[src/rtl/mem_stage.sv]
// MEM pipeline stage: latches EXE results, extracts load data from the synchronous SRAM
// read port, and presents the write-back and forwarding buses to WB combinationally.
module mem_stage #(
  parameter int unsigned FWD_EN = 1
) (
  input  logic        clk,
  input  logic        resetn,
  input  logic        EXE_to_MEM_valid,
  input  logic [73:0] EXE_MEM_reg,
  output logic        MEM_allow_in,
  input  logic [31:0] data_sram_rdata,
  input  logic        WB_allow_in,
  output logic        MEM_to_WB_valid,
  output logic [69:0] MEM_WB_reg,
  output logic [37:0] MEM_fwd_reg
);

  localparam logic [2:0] LdB  = 3'b001;
  localparam logic [2:0] LdH  = 3'b010;
  localparam logic [2:0] LdBu = 3'b011;
  localparam logic [2:0] LdHu = 3'b100;

  logic        mem_valid_q;
  logic        mem_first_q;
  logic [31:0] rdata_hold_q;

  logic [31:0] pc_q;
  logic        gr_we_q;
  logic [4:0]  dest_q;
  logic        res_from_mem_q;
  logic [2:0]  ld_op_q;
  logic [31:0] alu_result_q;

  logic        mem_ready_go;
  logic        accept;
  logic [31:0] rdata_eff;
  logic [7:0]  load_byte;
  logic [15:0] load_half;
  logic [31:0] load_data;
  logic [31:0] final_result;

  assign mem_ready_go    = 1'b1;
  assign MEM_allow_in    = !mem_valid_q || (mem_ready_go && WB_allow_in);
  assign MEM_to_WB_valid = mem_valid_q && mem_ready_go;
  assign accept          = EXE_to_MEM_valid && MEM_allow_in;

  always_ff @(posedge clk or negedge resetn) begin
    if (!resetn) begin
      mem_valid_q  <= 1'b0;
      mem_first_q  <= 1'b0;
      rdata_hold_q <= 32'h0;
    end else begin
      if (MEM_allow_in) begin
        mem_valid_q <= EXE_to_MEM_valid;
      end
      mem_first_q <= accept;
      // SRAM data is only valid one cycle after the request; keep it for long WB stalls.
      if (mem_first_q) begin
        rdata_hold_q <= data_sram_rdata;
      end
    end
  end

  // Payload is don't-care while invalid, so it carries no reset.
  always_ff @(posedge clk) begin
    if (accept) begin
      {pc_q, gr_we_q, dest_q, res_from_mem_q, ld_op_q, alu_result_q} <= EXE_MEM_reg;
    end
  end

  always_comb begin
    rdata_eff = mem_first_q ? data_sram_rdata : rdata_hold_q;

    unique case (alu_result_q[1:0])
      2'd0:    load_byte = rdata_eff[7:0];
      2'd1:    load_byte = rdata_eff[15:8];
      2'd2:    load_byte = rdata_eff[23:16];
      default: load_byte = rdata_eff[31:24];
    endcase

    // Bit 0 is ignored for halfwords; misalignment is not trapped here.
    load_half = alu_result_q[1] ? rdata_eff[31:16] : rdata_eff[15:0];

    case (ld_op_q)
      LdB:     load_data = {{24{load_byte[7]}}, load_byte};
      LdBu:    load_data = {24'h0, load_byte};
      LdH:     load_data = {{16{load_half[15]}}, load_half};
      LdHu:    load_data = {16'h0, load_half};
      default: load_data = rdata_eff;
    endcase

    final_result = res_from_mem_q ? load_data : alu_result_q;
  end

  assign MEM_WB_reg = {pc_q, gr_we_q, dest_q, final_result};

  if (FWD_EN != 0) begin : g_fwd
    assign MEM_fwd_reg = {gr_we_q && mem_valid_q && (dest_q != 5'd0), dest_q, final_result};
  end else begin : g_no_fwd
    assign MEM_fwd_reg = 38'h0;
  end

endmodule

[config.mk]
export PLATFORM = sky130hd
export DESIGN_NAME = mem_stage
export DESIGN_NICKNAME = d
export VERILOG_FILES = /design/src/rtl/mem_stage.sv
export SDC_FILE = /design/constraint.sdc
export NUM_CORES = 1
export LEC_CHECK = 0
export CAP_MARGIN = 20
export CORE_MARGIN = 4
export CORE_UTILIZATION = 35
export CTS_CLUSTER_SIZE = 30
export DETAILED_ROUTE_END_ITERATION = 8
export PLACE_DENSITY = 0.71
export RECOVER_POWER = 50
export SKIP_CTS_REPAIR_TIMING = 1
export SLEW_MARGIN = 10
export SYNTH_ARGS = -nofsm -noshare
export SYNTH_HDL_FRONTEND = slang
export SYNTH_SLANG_ARGS = --single-unit
export TNS_END_PERCENT = 10
[constraint.sdc]
create_clock -name clk -period 7 [get_ports clk]
set_input_delay 0.7 -clock clk [delete_from_list [all_inputs] [get_ports clk]]
set_output_delay 0.7 -clock clk [all_outputs]
set_load 0.02 [all_outputs]
==> reports/metrics.cfg <==
[global_routing]
grt_usage_pct = 17.4
grt_pass1_wl_mm = 21.7
antenna_found_initial = 0
grt_max_degree = 76
grt_pass1_vias = 3895
grt_overflow = 0

[critical_path]
critical_path_class = register to primary output
crit_fanout = 30
start_kind = register
reg2reg_setup_slack_ns = 4.51
rr_worst_depth = 3
cp.required_ns = 6.30
endpoint_kind = primary output
r2r_start = mem_first_q$_DFF_PN0_
r2r-end = rdata_hold_q[14]$_DFF_PN0_
arrival_ns = 4.09

[min_path]
holdPathStages = 1
hold_class = register to register
hold-path-endpoint = rdata_hold_q[5]$_DFF_PN0_
hp-start = rdata_hold_q[5]$_DFF_PN0_

[power]
powerDensity_mw_per_mm2 = 231
p_total_mw = 1.68
worst_ir_drop_vdd_v = 0.000131
p_leak_nw = 2.68

[clock_tree]
ctsRootBufferMaster = clkbuf_16
path_clk_slew_ns = 0.07
clockBufferDepth = 2
tritoncts = done
cts.sinks = 108
numCtsBuffers = 9
htreeDepth = 3
clk_latency_ns = 0.34

[synth]
ys_warn_count = 0
synthArstFlopShare_pct = 31.5
syn_area_mm2 = 0.00493
seq_area_frac_synth_pct = 62.4
ys_types = 39
post-synth-top-count-cell = edfxtp_1
synth_top_cells_by_count = edfxtp_1, buf_4, dfrtp_1, nor2_1
synth_edf_count = 74
synth_top_area_share_pct = 45.1
syn_area_per_cell_um2 = 13.0
synth_largest_area_cell = edfxtp_1
synthesis.nets = 488
synthCells = 378
synth_seq_cells = 108
synth.area.top_cells = edfxtp_1, dfrtp_1, buf_4, mux2_2, mux2i_1
synth_top_flop_cell = edfxtp_1

[sta]
rsz0062_at_grt = no
finalSetupTns_ns = 0
drv_slew = 66
setup_viol = 0
relSlewSlack_pct = -23.4
final-hold-violation-count = 0
layout_min_cycle_time_ns = 4.79
whs_ns = 0.495
worst_slew_pin_slew_ns = 1.85
fmax_mhz = 209
finalClockSkew_ns = 0.00261
period_share_pct = 68.4

[die]
io_pins = 220
rows = 43
die_h_um = 127
initial_core_util_pct = 35.6
fp.coreArea_mm2 = 0.0138
dieArea_mm2 = 0.0160
fp.dieW_um = 127

[place]
place_area_mm2 = 0.00699
io_buffers = 219
dp_hpwl_mm = 10.8
gp_congestion = 0.845

[cells_and_area]
nets = 666
syn_to_final_growth_pct = 47.8
fin_area_mm2 = 0.00728
n_antenna_cell = 0
layout-drive-gt1-share_pct = 5.17
postLayoutCoreUtil_pct = 52.6

[status]
outcome = finished with violations
failed_checks = max-capacitance violations, max-slew violations

[detailed_routing]
wirelength_mm = 14.1
ant_nets = 0
post_drt_wl_per_cell_um = 19.0
vias_per_cell = 4.96
drt_pass1_iterations = 4
drc = 0
dr.first_iter.drc_count = 156
vias = 3672

[job]
maxCapViolations = 2

-- kinds of logic (layout without fill, tap and decap cells) --
| group | after synthesis | count (layout) | share of synthesized area, % |
|---|---|---|---|
| xor+xnor | 2 | 2 | 0.356 |
| mux | 47 | 47 | 10.5 |
| simple gates | 83 | 83 | 8.10 |
| buf+inv | 66 | 249 | 8.43 |
| flops | 108 | 108 | 62.4 |
| compound gates | 72 | 72 | 10.2 |
-- worst max-delay path by stage --
stage | startpoint | end | cells past startpoint
after floorplan | WB_allow_in | alu_result_q[0]$_DFFE_PP_ | 2
after global placement | data_sram_rdata[31] | MEM_WB_reg[27] | 6
after detailed placement | data_sram_rdata[15] | MEM_WB_reg[27] | 6
after CTS | alu_result_q[0]$_DFFE_PP_ | MEM_WB_reg[27] | 5
after global routing | mem_first_q$_DFF_PN0_ | MEM_fwd_reg[3] | 6
final | mem_first_q$_DFF_PN0_ | MEM_WB_reg[6] | 6
-- flip-flops by register name, summed over array words and instances (netlist names), 3 cells and up --
signal	cells
alu_result_q	32
dest_q	5
ld_op_q	3
pc_q	32
rdata_hold_q	32
-- stage by stage --
step | instances | worst slack [ns]
2_1_floorplan | 378 | 3.81
3_3_place_gp | 725 | 3.14
3_5_place_dp | 725 | 3.13
4_1_cts | 741 | 2.86
5_1_grt | 741 | 1.94
6_report | 741 | 2.21
-- report_power, final --
part / total [mW] / switching [mW] / internal [mW] / leakage (nW)
sequential: 0.765 / 0.0233 / 0.742 / 1.10
combinational: 0.415 / 0.218 / 0.196 / 1.45
clock: 0.501 / 0.224 / 0.277 / 0.131
-- area by class of cell --
class	count	area [um^2]
Fill cell	1131	6550
Sequential cell	108	3070
Timing Repair Buffer	223	2210
Multi-Input combinational cell	204	1440
Clock buffer	10	229
Tap cell	180	225
Clock inverter	6	65.1
Inverter	10	37.5
-- layout by cell type, fill, tap and decap left out, types with 2 or more instances in the layout --
cell	n
nor3_1	2
clkbuf_1	3
mux2_1	20
clkinvlp_4	4
a221oi_1	7
o21ai_0	6
o211ai_1	9
mux2_2	5
dfrtp_1	34
mux2i_1	21
nor2_1	34
nand3_1	3
buf_4	3
dlygate4sd3_1	100
inv_1	9
edfxtp_1	74
nand2_1	18
a21oi_1	11
a31oi_1	24
clkdlybuf4s50_1	118
nor2b_1	8
nand2b_1	13
o22ai_1	8
clkbuf_16	9
-- worst max-delay path, cell delays in order, from the launching register on --
cell,delay [ns]
dfrtp_1,0.54
clkbuf_1,1.31
nand2_1,0.52
o22ai_1,0.34
o21ai_0,0.11
a21oi_1,0.25
clkdlybuf4s50_1,0.66
-- layer usage --
metal	vias up	GRT usage (%)	part of all wire (%)
li1	1719	-	-
met1	1775	21.4	41
met2	163	29.2	49
met3	15	5.31	8.2
met4	0	5.93	1.6
met5	-	0	0
Note: power is estimated with default switching activity, not from simulation.
